$ cat config.mk
export PLATFORM = sky130hd
export DESIGN_NAME = uart_rx_param
export DESIGN_NICKNAME = d
export VERILOG_FILES = /design/src/rtl/uart_pkg.sv /design/src/rtl/uart_baud_tick.sv /design/src/rtl/uart_rx_param.sv
export SDC_FILE = /design/constraint.sdc
export NUM_CORES = 1
export LEC_CHECK = 0
export CORE_MARGIN = 2
export CORE_UTILIZATION = 65
export CTS_BUF_LIST = sky130_fd_sc_hd__clkbuf_8
export CTS_CLUSTER_DIAMETER = 100
export DETAILED_ROUTE_END_ITERATION = 12
export PLACE_DENSITY = 0.83
export SKIP_CTS_REPAIR_TIMING = 1
export SYNTH_ARGS = -nofsm -noshare
export SYNTH_HDL_FRONTEND = slang
export SYNTH_SLANG_ARGS = --single-unit
$ cat constraint.sdc
create_clock -name clk -period 4.7 [get_ports clk]
set_input_delay 0.94 -clock clk [delete_from_list [all_inputs] [get_ports clk]]
set_output_delay 0.94 -clock clk [all_outputs]
set_load 0.05 [all_outputs]
$ cat src/rtl/uart_pkg.sv
// -----------------------------------------------------------------------------
// uart_pkg
// Shared definitions for the UART receive path (and the matching transmitter):
//   - parity mode constants PAR_NONE / PAR_ODD / PAR_EVEN
//   - receiver state encoding (ST_* localparams and the state_t enum)
//   - constant functions for the oversample tick divisor and its counter width
// -----------------------------------------------------------------------------
package uart_pkg;

    localparam int PAR_NONE = 0;
    localparam int PAR_ODD  = 1;
    localparam int PAR_EVEN = 2;

    localparam logic [2:0] ST_IDLE      = 3'd0;
    localparam logic [2:0] ST_START     = 3'd1;
    localparam logic [2:0] ST_DATA      = 3'd2;
    localparam logic [2:0] ST_PARITY    = 3'd3;
    localparam logic [2:0] ST_STOP      = 3'd4;
    localparam logic [2:0] ST_DELIVER   = 3'd5;
    localparam logic [2:0] ST_WAIT_HIGH = 3'd6;

    typedef enum logic [2:0] {
        S_IDLE      = ST_IDLE,
        S_START     = ST_START,
        S_DATA      = ST_DATA,
        S_PARITY    = ST_PARITY,
        S_STOP      = ST_STOP,
        S_DELIVER   = ST_DELIVER,
        S_WAIT_HIGH = ST_WAIT_HIGH
    } state_t;

    // Clocks per oversample tick, truncated toward zero.
    function automatic int baud_div(input int clk_hz, input int baud, input int oversample);
        return clk_hz / (baud * oversample);
    endfunction

    // Width of a counter that spans 0..div-1; never narrower than one bit.
    function automatic int baud_cnt_width(input int div);
        return (div > 1) ? $clog2(div) : 1;
    endfunction

endpackage

$ cat src/rtl/uart_baud_tick.sv
// -----------------------------------------------------------------------------
// uart_baud_tick
// Free-running oversample tick generator shared by the UART receiver and
// transmitter. A counter runs 0..DIV-1 with DIV = CLK_HZ/(BAUD*OVERSAMPLE);
// tick is high for the one clk in which the counter holds DIV-1.
//
// Ports:
//   clk   in   system clock
//   rst   in   synchronous reset, active-low
//   tick  out  one-clk oversample strobe
// -----------------------------------------------------------------------------
module uart_baud_tick
    import uart_pkg::*;
#(
    parameter int CLK_HZ     = 100000000,
    parameter int BAUD       = 9600,
    parameter int OVERSAMPLE = 16
) (
    input  logic clk,
    input  logic rst,
    output logic tick
);

    localparam int            DIV      = baud_div(CLK_HZ, BAUD, OVERSAMPLE);
    localparam int            CW       = baud_cnt_width(DIV);
    localparam logic [CW-1:0] CNT_LAST = CW'(DIV - 1);

    logic [CW-1:0] cnt;

    always_ff @(posedge clk) begin
        if (!rst) begin
            cnt <= '0;
        end else if (cnt == CNT_LAST) begin
            cnt <= '0;
        end else begin
            cnt <= cnt + CW'(1);
        end
    end

    // With DIV == 1 the counter is pinned at 0 and tick is high every clk.
    assign tick = (cnt == CNT_LAST);

endmodule

$ cat src/rtl/uart_rx_param.sv
// -----------------------------------------------------------------------------
// uart_rx_param
// Parametrised UART receiver: serial line in, one DATA_BITS word per frame out
// through a valid/ready handshake, with parity, framing and overrun status.
//
// Build option: define UART_RX_MAJORITY_EN to take every bit decision from a
// 2-of-3 vote of the synchronised line at phases 7, 8 and 9 (decision made at
// phase 9). Without it a single sample at phase 8 is used. Ports are identical.
//
// Ports:
//   clk          in   system clock
//   rst          in   synchronous reset, active-low
//   rxd_data_in  in   asynchronous serial line, idles high
//   rx_data      out  received word, LSB received first (stable while valid)
//   rx_valid     out  rx_data and its flags are valid
//   rx_ready     in   consumer accepts the word
//   parity_err   out  parity mismatch for the held word (0 when PARITY == 0)
//   frame_err    out  a stop bit sampled low for the held word
//   overrun      out  sticky: a frame was dropped while a word was held;
//                     cleared by the accept handshake
// -----------------------------------------------------------------------------
module uart_rx_param
    import uart_pkg::*;
#(
    parameter int CLK_HZ     = 100000000,
    parameter int BAUD       = 9600,
    parameter int OVERSAMPLE = 16,
    parameter int DATA_BITS  = 8,
    parameter int PARITY     = 0,
    parameter int STOP_BITS  = 1
) (
    input  logic                 clk,
    input  logic                 rst,
    input  logic                 rxd_data_in,
    output logic [DATA_BITS-1:0] rx_data,
    output logic                 rx_valid,
    input  logic                 rx_ready,
    output logic                 parity_err,
    output logic                 frame_err,
    output logic                 overrun
);

    localparam int               IDX_W      = $clog2(DATA_BITS);
    localparam logic [IDX_W-1:0] IDX_LAST   = IDX_W'(DATA_BITS - 1);
    localparam logic             ODD_MODE   = (PARITY == PAR_ODD);
    localparam logic             HAS_PARITY = (PARITY != PAR_NONE);
    localparam logic             STOP_LAST  = (STOP_BITS == 2);
    localparam logic [3:0]       PHASE_END  = 4'd15;
`ifdef UART_RX_MAJORITY_EN
    localparam logic [3:0]       PHASE_DECIDE = 4'd9;
`else
    localparam logic [3:0]       PHASE_DECIDE = 4'd8;
`endif

    logic                 tick;
    logic                 line_meta;
    logic                 line;
    logic                 sample;
    state_t               state;
    logic [3:0]           phase;
    logic [IDX_W-1:0]     bit_idx;
    logic                 stop_cnt;
    logic [DATA_BITS-1:0] shreg;
    logic                 perr;
    logic                 ferr;

    uart_baud_tick #(
        .CLK_HZ     (CLK_HZ),
        .BAUD       (BAUD),
        .OVERSAMPLE (OVERSAMPLE)
    ) u_baud_tick (
        .clk  (clk),
        .rst  (rst),
        .tick (tick)
    );

    // Two-flop synchroniser; both flops reset to the idle (high) level so a
    // reset never looks like a start edge.
    // NOTE: clocked state uses non-blocking assignments so every flop samples
    // the pre-edge value of its neighbours, exactly like the hardware.
    always_ff @(posedge clk) begin
        if (!rst) begin
            line_meta <= 1'b1;
            line      <= 1'b1;
        end else begin
            line_meta <= rxd_data_in;
            line      <= line_meta;
        end
    end

`ifdef UART_RX_MAJORITY_EN
    logic s7;
    logic s8;

    // Capture the phase-7 and phase-8 samples; the vote completes at phase 9
    // with the live synchronised line as the third voter.
    always_ff @(posedge clk) begin
        if (!rst) begin
            s7 <= 1'b1;
            s8 <= 1'b1;
        end else if (tick) begin
            if (phase == 4'd7) s7 <= line;
            if (phase == 4'd8) s8 <= line;
        end
    end

    assign sample = (s7 & s8) | (s7 & line) | (s8 & line);
`else
    assign sample = line;
`endif

    always_ff @(posedge clk) begin
        if (!rst) begin
            state      <= S_IDLE;
            phase      <= 4'd0;
            bit_idx    <= '0;
            stop_cnt   <= 1'b0;
            shreg      <= '0;
            perr       <= 1'b0;
            ferr       <= 1'b0;
            // NOTE: the data word is reset along with the control flops so the
            // outputs read all-zero out of reset rather than stale or X data.
            rx_data    <= '0;
            rx_valid   <= 1'b0;
            parity_err <= 1'b0;
            frame_err  <= 1'b0;
            overrun    <= 1'b0;
        end else begin
            // Accept handshake. DELIVER below assigns later in this block, so
            // a coinciding delivery wins and rx_valid stays high.
            if (rx_valid && rx_ready) begin
                rx_valid <= 1'b0;
                overrun  <= 1'b0;
            end

            case (state)
                S_IDLE: begin
                    if (tick && !line) begin
                        state    <= S_START;
                        phase    <= 4'd0;
                        stop_cnt <= 1'b0;
                        perr     <= 1'b0;
                        ferr     <= 1'b0;
                    end
                end

                S_START: begin
                    if (tick) begin
                        phase <= phase + 4'd1;
                        // A start bit that reads high at mid-cell was a glitch.
                        if (phase == PHASE_DECIDE && sample) begin
                            state <= S_IDLE;
                        end else if (phase == PHASE_END) begin
                            state   <= S_DATA;
                            bit_idx <= '0;
                        end
                    end
                end

                S_DATA: begin
                    if (tick) begin
                        phase <= phase + 4'd1;
                        if (phase == PHASE_DECIDE) begin
                            shreg[bit_idx] <= sample;
                        end
                        if (phase == PHASE_END) begin
                            if (bit_idx == IDX_LAST) begin
                                state <= HAS_PARITY ? S_PARITY : S_STOP;
                            end else begin
                                bit_idx <= bit_idx + IDX_W'(1);
                            end
                        end
                    end
                end

                S_PARITY: begin
                    if (tick) begin
                        phase <= phase + 4'd1;
                        // Odd mode wants an odd count of ones over data+parity.
                        if (phase == PHASE_DECIDE) begin
                            perr <= (^{shreg, sample}) ^ ODD_MODE;
                        end
                        if (phase == PHASE_END) begin
                            state <= S_STOP;
                        end
                    end
                end

                S_STOP: begin
                    if (tick) begin
                        phase <= phase + 4'd1;
                        if (phase == PHASE_DECIDE) begin
                            if (!sample) ferr <= 1'b1;
                            // Deliver straight after the last stop sample so
                            // the next start edge can be caught on time.
                            if (stop_cnt == STOP_LAST) state <= S_DELIVER;
                        end
                        if (phase == PHASE_END) begin
                            stop_cnt <= 1'b1;
                        end
                    end
                end

                S_DELIVER: begin
                    if (!rx_valid || rx_ready) begin
                        rx_data    <= shreg;
                        parity_err <= HAS_PARITY & perr;
                        frame_err  <= ferr;
                        rx_valid   <= 1'b1;
                    end else begin
                        overrun <= 1'b1;
                    end
                    // After a framing error the line may be in a break; wait
                    // for it to return high before hunting for a start edge.
                    state <= ferr ? S_WAIT_HIGH : S_IDLE;
                end

                S_WAIT_HIGH: begin
                    if (tick && line) begin
                        state <= S_IDLE;
                    end
                end

                default: begin
                    state <= S_IDLE;
                end
            endcase
        end
    end

endmodule

==> out/results.tsv, run 1 <==
metric	value	unit
# diodes	0	
clock latency on the worst-skew pair	290	ps
Max Cap Viol	0	
All-Layer GR Usage	24.5	%
post-synth cell types	50	
final slew viol count	0	
Post-Syn Area	2140	µm²
share of cells above drive strength 1	9.79	%
status	complete, no violations	
async set-reset flop share out of synthesis	0	%
EDFF count, synth	0	
worst hold start	line_meta	
Rows	20	
leakage power	0.790	nW
worst slew pin tran	1070	ps
DR iter-0 viols	113	
WL final	3940	µm
critical path, cell by cell	clkdlybuf4s50_1, nor4bb_1, nand3_1, o21ai_0	
reg-to-reg slack, setup	2530	ps
Syn-to-layout area delta	10.4	%
clk_skew	10.2	ps
Pwr Density	272	nW/µm²
Synth Area in Simple Gates	29.8	%
Synth top area share	40.3	%
most frequent cells after synthesis	dfxtp_1, nor2_1, mux2i_1	
vias per cell	5.50	
vias in the first global route	1478	
Worst path top cell family by delay	buffers and inverters	
die area	3760	µm²
peak supply drop	0.000216	V
register area share after synthesis	40.3	%
hpwl dp	2660	µm
synthesized flop and latch total	43	
CP Data Required Time	4910	ps
largest area contributor in the netlist	dfxtp_1	
fin crit period	2710	ps
first-pass GRT wire length	6620	µm
CP Max Fanout	36	
hold crit path type	reg -> reg	
Worst setup SP type	primary input	
mux cell area share after synthesis	9.84	%
DRC	0	
Reg2Reg Launch Point	u_baud_tick.cnt[0]	
Initial Utilization	68.9	%
hold worst-path end	line	
mean post-synth cell area	9.46	µm²
via count	1535	
Syn. warnings	0	
worst hold path stage count	1	
grt total ovfl	0	
complex-gate fraction of the synthesized area	8.49	%
Power Total	641	µW
Wirelength per Cell	14.1	µm
CORE AREA	3100	µm²
Final setup violation count	0	
Die Span Y	61.3	µm
syn nets	236	
pin count of the biggest net entering global routing	37	
Synth Area in Adders	3.51	%
count leader, synth	dfxtp_1	
Fin Setup TNS	0	ps
fmax	369	MHz
post-route clock period utilization	57.7	%
antenna violations before repair	0	
Worst path max stage delay	1170	ps
Slew headroom	28.7	%
r2r endpoint	phase[0]	
Setup Crit Path Kind	in -> reg	
fillers	247	
Longest Clk Path Bufs	2	
Clock Sinks	43	
WP buf/inv	1	
Top FF cell, synth	dfxtp_1	
RSZ-0062 raised after global routing	false	
CP arrival	2920	ps
Synth Instances	226	
I/O pin cnt	16	
count of final hold-check violations	0	
r2r worst-path depth	7	
CTS tree	yes	
NumNets Final	244	
main combinational cell family by area after synthesis	simple AND/OR/NAND/NOR gates	
Final ANT Viol Nets	0	
top cells by area, synth	dfxtp_1, mux2i_1, nor2b_1	
Clk pin slew, worst setup/hold paths	80	ps
Num CTS Buffers	5	
H-tree levels	2	
crit path from	rst	
Die Span X	61.3	µm
CP endpoint kind	register	
RD Place Congestion	0.869	
IO Port Bufs	14	
Pre-antenna DRT Iters	4	
Slowest-stage cell, CP	clkdlybuf4s50_1	
Root Buffer	clkbuf_8	
Synth Area in XOR/XNOR	3.28	%
-- where the power goes --
group	switching [mW]	internal, mW
combinational	0.0104	0.00870
clock	0.119	0.132
sequential	0.00383	0.367
total	0.134	0.508
-- registers in the layout (all words and copies together), names as in the netlist --
signal           cells
frame_err            1
u_baud_tick.cnt     10
bit_idx              3
stop_cnt             1
line_meta            1
state                3
overrun              1
rx_valid             1
rx_data              8
phase                4
ferr                 1
shreg                8
line                 1
-- layout make-up --
cell class / instances / area (µm²) / share of cell area [%]
Multi-Input combinational cell: 163 / 1180 / 49.9
Sequential cell: 43 / 861 / 36.5
Timing Repair Buffer: 14 / 140 / 5.94
Clock buffer: 7 / 96.3 / 4.08
Tap cell: 44 / 55.1 / 2.33
Inverter: 7 / 26.3 / 1.11
Clock inverter: 1 / 3.75 / 0.159
-- placed cells by master (no fill, tap or decap), types with 2 or more instances in the layout --
cell type,count
a21oi_1,6
ha_1,6
dfxtp_1,43
nand3_1,8
and3_1,2
nand2b_1,5
a31o_2,2
clkdlybuf4s50_1,14
nand2_1,18
nor4_2,7
inv_1,8
clkbuf_8,7
nor2b_1,18
mux2i_1,21
nor3b_1,3
or4_1,2
o21ai_0,5
xor2_1,5
a21boi_1,2
and2_1,2
nor4b_2,2
xnor2_1,3
nor2_1,22
-- worst register-to-register path, stage by stage (launching register included) --
cell      delay, ps
dfxtp_1         350
inv_1            70
ha_1            130
nor3b_1         310
nand4_4         310
a211o_1         420
or3_1           380
a21boi_1        140
-- cells by family (layout without fill, tap and decap cells) --
group / Yosys count / after routing
adders and majority gates: 6 / 6
and+or+nand+nor: 101 / 101
other: 1 / 1
DFF: 43 / 43
xor gates and xnor gates: 8 / 8
muxes: 21 / 21
AOI/OAI and AO/OA: 26 / 26
buffers and inverters: 20 / 29
-- per-layer routing --
| layer | up-vias | GRT usage [%] | part of all wire [%] |
|---|---|---|---|
| li1 | 794 | - | - |
| met1 | 712 | 29.7 | 44 |
| met2 | 25 | 39.8 | 51 |
| met3 | 4 | 7.77 | 3.4 |
| met4 | 0 | 11.6 | 1.4 |
| met5 | - | 0 | 0 |
-- worst max-delay path by stage --
| stage | to | slack [ps] | cells past startpoint |
|---|---|---|---|
| after floorplan | shreg[0] | 2780 | 8 |
| after global placement | bit_idx[2] | 1920 | 4 |
| after detailed placement | bit_idx[2] | 1720 | 4 |
| after CTS | bit_idx[2] | 2030 | 4 |
| after global routing | bit_idx[2] | 1830 | 4 |
| final | bit_idx[2] | 1990 | 4 |
-- through the flow --
step | hold slack [ps] | cell area (µm²) | utilization [%] | instances | setup WS (ps)
4_1_cts | 444 | 2360 | 76.0 | 279 | 2030
3_5_place_dp | 409 | 2260 | 72.8 | 271 | 1720
2_1_floorplan | 386 | 2140 | - | 226 | 2780
3_3_place_gp | 398 | 2260 | 72.8 | 271 | 1920
5_1_grt | 460 | 2360 | 76.0 | 279 | 1830
6_report | 437 | 2360 | 76.0 | 279 | 1990
No activity file was read; power rests on OpenSTA's default activity.
==> run 2, diff against run 1 <==
--- a/config.mk
+++ b/config.mk
@@ -6,11 +6,11 @@
 export NUM_CORES = 1
 export LEC_CHECK = 0
 export CORE_MARGIN = 2
-export CORE_UTILIZATION = 65
+export CORE_UTILIZATION = 54
 export CTS_BUF_LIST = sky130_fd_sc_hd__clkbuf_8
 export CTS_CLUSTER_DIAMETER = 100
 export DETAILED_ROUTE_END_ITERATION = 12
-export PLACE_DENSITY = 0.83
+export PLACE_DENSITY = 0.73
 export SKIP_CTS_REPAIR_TIMING = 1
 export SYNTH_ARGS = -nofsm -noshare
 export SYNTH_HDL_FRONTEND = slang
==> constraint.sdc (replaced) <==
create_clock -name clk -period 2.2 [get_ports clk]
set_input_delay 0.44 -clock clk [delete_from_list [all_inputs] [get_ports clk]]
set_output_delay 0.44 -clock clk [all_outputs]
set_load 0.05 [all_outputs]
==> run 2 against run 1 <==
Net effect:
- critical path type is now reg -> reg
- clock skew decreased by 2.3 ps
- final area increased by 3.5%
- utilization decreased by 11 points
- non-clock buffer count increased by 8
- worst setup slack got worse by 1800 ps
- largest power group unchanged
- die area increased by 19%
- flip-flop and latch count unchanged
- critical endpoint is now shreg[3]
- clock-buffer cell count decreased by 1
==> out/results.tsv, run 2 (synthesized netlist as in run 1, its figures left out) <==
metric	value	unit	change
DRC	0		unchanged
CORE AREA	3740	µm²	+21%
fmax	492	MHz	
Die Span Y	66.9	µm	+9.1%
vias in the first global route	1446		-2.2%
Num CTS Buffers	5		unchanged
Max Cap Viol	0		unchanged
fillers	332		+34%
RD Place Congestion	0.866		-0.29%
CP Max Fanout	8		-78%
IO Port Bufs	14		unchanged
status	complete, no violations		
Final ANT Viol Nets	0		unchanged
grt total ovfl	0		unchanged
Fin Setup TNS	0	ps	unchanged
NumNets Final	252		+3.3%
hold crit path type	reg -> reg		
Most flops, register	u_baud_tick.cnt		
r2r worst-path depth	7		unchanged
CP arrival	2220	ps	-700 ps
RSZ-0062 raised after global routing	false		
Wirelength per Cell	12.3	µm	-13%
Reg2Reg Launch Point	phase[0]		
Slew headroom	64.6	%	+36 points
clk_skew	7.96	ps	-2.29 ps
Longest Clk Path Bufs	2		unchanged
most common cell after layout, fill and taps aside	dfxtp_1		
# diodes	0		unchanged
Pre-antenna DRT Iters	4		unchanged
busiest grt layer	met2		
hpwl dp	2490	µm	-6.2%
cell area after layout	2440	µm²	+3.5%
final slew viol count	0		unchanged
worst slew pin tran	524	ps	-541 ps
pin count of the biggest net entering global routing	24		-35%
Placed Instance Area	2320	µm²	+2.9%
count of final hold-check violations	0		unchanged
met2 usage	29.4	%	-10 points
leakage power	0.835	nW	+5.8%
Die Span X	66.9	µm	+9.1%
most frequent cells in the layout	dfxtp_1, nor2_1, mux2i_1		
WL final	3590	µm	-9.0%
H-tree levels	2		unchanged
Pwr Density	598	nW/µm²	+120%
Rows	22		+10%
crit path from	phase[0]		
peak supply drop	0.000363	V	+68%
Top Registers	u_baud_tick.cnt (10), rx_data (8), shreg (8)		
fin crit period	2030	ps	
met1 usage	22.5	%	-7.2 points
CP Data Required Time	2390	ps	-2520 ps
multi-input logic area	1180	µm²	unchanged
met3 usage in global routing	4.90	%	-2.9 points
antenna violations before repair	0		unchanged
Root Buffer	clkbuf_8		
I/O pin cnt	16		unchanged
clock latency on the worst-skew pair	290	ps	about the same
Syn-to-layout area delta	14.3	%	
Clk pin slew, worst setup/hold paths	80	ps	about the same
Clock Sinks	43		unchanged
via count	1541		+0.39%
Worst setup SP type	register		
post-route clock period utilization	92.4	%	
All-Layer GR Usage	18.3	%	-6.2 points
CP endpoint kind	register		
DR iter-0 viols	74		-35%
share of cells above drive strength 1	13.2	%	+3.4 points
Initial Utilization	57.1	%	-12 points
die area	4480	µm²	+19%
first-pass GRT wire length	6230	µm	-5.9%
Storage cell area	861	µm²	unchanged
Final setup violation count	0		unchanged
number of flip-flops in the largest register	10		unchanged
worst hold path stage count	1		unchanged
Setup Crit Path Kind	reg -> reg		
CTS tree	yes		
vias per cell	5.30		-3.7%
worst hold start	line_meta		
## run 2: layout make-up
| type | count | share of cell area [%] |
|---|---|---|
| Clock buffer | 6 | 3.38 |
| Clock inverter | 2 | 1.43 |
| Inverter | 7 | 1.08 |
| Multi-Input combinational cell | 163 | 48.2 |
| Sequential cell | 43 | 35.2 |
| Tap cell | 48 | 2.46 |
| Timing Repair Buffer | 22 | 8.20 |
## run 2: worst max-delay path: stages (launching register included)
cell      delay [ps]
dfxtp_1          360
inv_1             70
ha_1             200
nand3b_4         100
or4b_4           620
nor4_2           290
mux2i_1          230
nor2b_1           60
## run 2: routing by layer
metal  vias up  wire (µm)
met3         8        100
met1       700       1790
met5         -          0
met2        22       1610
met4         0         81
li1        811          -
## run 2: path summary, 6_finish.rpt
kind	slack [ps]	to
setup / recovery	170	shreg[3]
hold / removal	420	line
setup reg to reg	170	shreg[3]
hold reg to reg	420	line
## run 2: report_power, final
group          internal, mW  leakage, nW  total [mW]  switching, mW
clock                 0.367       0.0612       0.624          0.257
combinational        0.0211        0.427      0.0467         0.0257
sequential            0.784        0.347       0.790        0.00563
total                  1.17        0.835        1.46          0.288
## run 2: metrics by stage
step / instances / setup slack, ps / hold WS (ps) / utilization, % / power, mW
floorplan: 226 / 276 / 386 / - / 0.841
global placement: 283 / 175 / 390 / 62.1 / 0.855
detailed placement: 283 / 174 / 401 / 62.1 / 0.854
CTS: 291 / 160 / 420 / 65.2 / 1.48
global route: 291 / 26.5 / 439 / 65.2 / 1.51
finish: 291 / 167 / 419 / 65.2 / 1.46
==> run 3, diff against run 2 <==
--- a/config.mk
+++ b/config.mk
@@ -5,13 +5,13 @@
 export SDC_FILE = /design/constraint.sdc
 export NUM_CORES = 1
 export LEC_CHECK = 0
-export CORE_MARGIN = 2
 export CORE_UTILIZATION = 54
 export CTS_BUF_LIST = sky130_fd_sc_hd__clkbuf_8
 export CTS_CLUSTER_DIAMETER = 100
 export DETAILED_ROUTE_END_ITERATION = 12
 export PLACE_DENSITY = 0.73
 export SKIP_CTS_REPAIR_TIMING = 1
+export SLEW_MARGIN = 10
 export SYNTH_ARGS = -nofsm -noshare
 export SYNTH_HDL_FRONTEND = slang
 export SYNTH_SLANG_ARGS = --single-unit
==> run 3 against run 2 <==
Net effect:
- highest routed layer unchanged
- sequential share of layout area increased by 0.66 points
- clock power decreased by 29%
- register-to-register slack about the same
- final area decreased by 1.8%
- cell count decreased by 0.69%
- largest power group unchanged
- combinational power decreased by 2%
- sequential power about the same
- total power decreased by 13%
- routed wire length increased by 4.2%
==> out/results.tsv, run 3 (synthesized netlist as in run 1, its figures left out) <==
metric	value	unit	change
worst slew pin tran	501	ps	-23.0 ps
Rows	22		unchanged
leakage power	0.815	nW	-2.4%
count of final hold-check violations	0		unchanged
P_int	1.01	mW	-14%
Pwr Density	533	nW/µm²	-11%
Psw	266	µW	-7.8%
CP Max Fanout	8		unchanged
Setup Crit Path Kind	reg -> reg		
Root Buffer	clkbuf_8		
H-tree levels	2		unchanged
Top Registers	u_baud_tick.cnt (10), rx_data (8), shreg (8)		
Most flops, register	u_baud_tick.cnt		
Die Span Y	64.9	µm	-3.0%
WL final	3740	µm	+4.2%
Clock Sinks	43		unchanged
status	complete, no violations		
most frequent cells in the layout	dfxtp_1, nor2_1, mux2i_1		
vias per cell	5.50		+3.9%
CP endpoint kind	register		
clock network power share	34.6	%	-8.1 points
Initial Utilization	57.5	%	+0.42 points
via count	1590		+3.2%
clk_skew	8.53	ps	+0.573 ps
met3 usage in global routing	3.70	%	-1.2 points
NumNets Final	252		unchanged
IO Port Bufs	14		unchanged
RD Place Congestion	0.927		+7.0%
# diodes	0		unchanged
met1 usage	24.7	%	+2.2 points
All-Layer GR Usage	20.1	%	+1.7 points
Max Cap Viol	0		unchanged
hold crit path type	reg -> reg		
busiest grt layer	met2		
Slowest-stage cell, CP	or4b_4		
final slew viol count	0		unchanged
Clk pin slew, worst setup/hold paths	80	ps	about the same
met2 usage	33.3	%	+4.0 points
Num CTS Buffers	5		unchanged
Final ANT Viol Nets	0		unchanged
Fin Setup TNS	0	ps	unchanged
WP buf/inv	1		unchanged
I/O pin cnt	16		unchanged
combinational power share	3.6	%	+0.4 points
Placed Instance Area	2320	µm²	unchanged
Syn-to-layout area delta	12.2	%	
most common cell after layout, fill and taps aside	dfxtp_1		
critical path, cell by cell	inv_1, ha_1, nand3b_4, or4b_4, nor4_2, mux2i_1, nor2b_1		
share of cells above drive strength 1	12.0	%	-1.1 points
Slew headroom	66.2	%	+1.6 points
Longest Clk Path Bufs	2		unchanged
CP Data Required Time	2370	ps	-20 ps
Sw Share	20.8	%	+1.1 points
fin crit period	2030	ps	-3.18 ps
die area	4210	µm²	-5.9%
number of flip-flops in the largest register	10		unchanged
DRC	0		unchanged
hpwl dp	2730	µm	+9.5%
post-route clock period utilization	92.3	%	-0.14 points
pin count of the biggest net entering global routing	21		-13%
clock latency on the worst-skew pair	290	ps	about the same
antenna violations before repair	0		unchanged
Worst path max stage delay	610	ps	about the same
RSZ-0062 raised after global routing	false		
Worst path top cell family by delay	simple AND/OR/NAND/NOR gates		
cell area after layout	2400	µm²	-1.8%
CP arrival	2200	ps	-20 ps
grt total ovfl	0		unchanged
Worst setup SP type	register		
fmax	493	MHz	+0.16%
Die Span X	64.9	µm	-3.0%
CTS tree	yes		
Wirelength per Cell	12.9	µm	+5.0%
vias in the first global route	1508		+4.3%
Pre-antenna DRT Iters	4		unchanged
Final setup violation count	0		unchanged
peak supply drop	0.000399	V	+10%
first-pass GRT wire length	6470	µm	+3.9%
CORE AREA	3720	µm²	-0.74%
sequential power share	61.8	%	+7.7 points
DR iter-0 viols	74		unchanged
==> run 3: cell count changes in the layout (fill, tap and decap cells not counted), sizes merged <==
cell    change
clkbuf      -1
bufinv      -1
inv         +1
clkinv      -1
==> run 3: stage by stage <==
stage | power, mW | worst slack (ps) | hold WS [ps] | instances | utilization [%]
final | 1.28 | 170 | 414 | 289 | 64.5
after global placement | 0.853 | 217 | 395 | 283 | 62.6
after floorplan | 0.841 | 276 | 386 | 226 | -
after global routing | 1.33 | 17.0 | 479 | 289 | 64.5
after detailed placement | 0.854 | 176 | 398 | 283 | 62.6
after CTS | 1.30 | 153 | 418 | 289 | 64.5
==> run 3: cell type report <==
| type | count | area [µm²] |
|---|---|---|
| tap | 48 | 60.1 |
| timing repair buffer | 22 | 200 |
| multi-input combinational | 163 | 1180 |
| clock buffer | 5 | 68.8 |
| clock inverter | 1 | 3.75 |
| fill | 319 | 1320 |
| inverter | 7 | 26.3 |
| sequential | 43 | 861 |
==> run 3: worst register-to-register path, delay by kind of cell, from the launching register on <==
kind | cells | cell delay, ps
buf+inv | 1 | 90
mux | 1 | 220
simple gates | 4 | 1060
fa+ha+maj | 1 | 210
flops | 1 | 340
==> run 3: path summary, 6_finish.rpt <==
path                   end       from  cells after the start  slack (ps)
setup / recovery  shreg[5]   phase[1]                      7         170
setup reg to reg  shreg[5]   phase[1]                      7         170
hold / removal        line  line_meta                      1         410
hold reg to reg       line  line_meta                      1         410
==> run 3: power by group through the flow <==
stage / registers, mW / logic, mW / clock network, mW
2_1_floorplan: 0.807 / 0.0340 / 0
3_3_place_gp: 0.808 / 0.0458 / 0
3_5_place_dp: 0.808 / 0.0463 / 0
4_1_cts: 0.790 / 0.0465 / 0.459
5_1_grt: 0.791 / 0.0509 / 0.487
6_report: 0.790 / 0.0459 / 0.442
==> run 3: routing by layer <==
layer,wire [µm],vias up
met5,0,-
met4,77,0
li1,-,807
met1,1780,743
met3,98,12
met2,1790,28
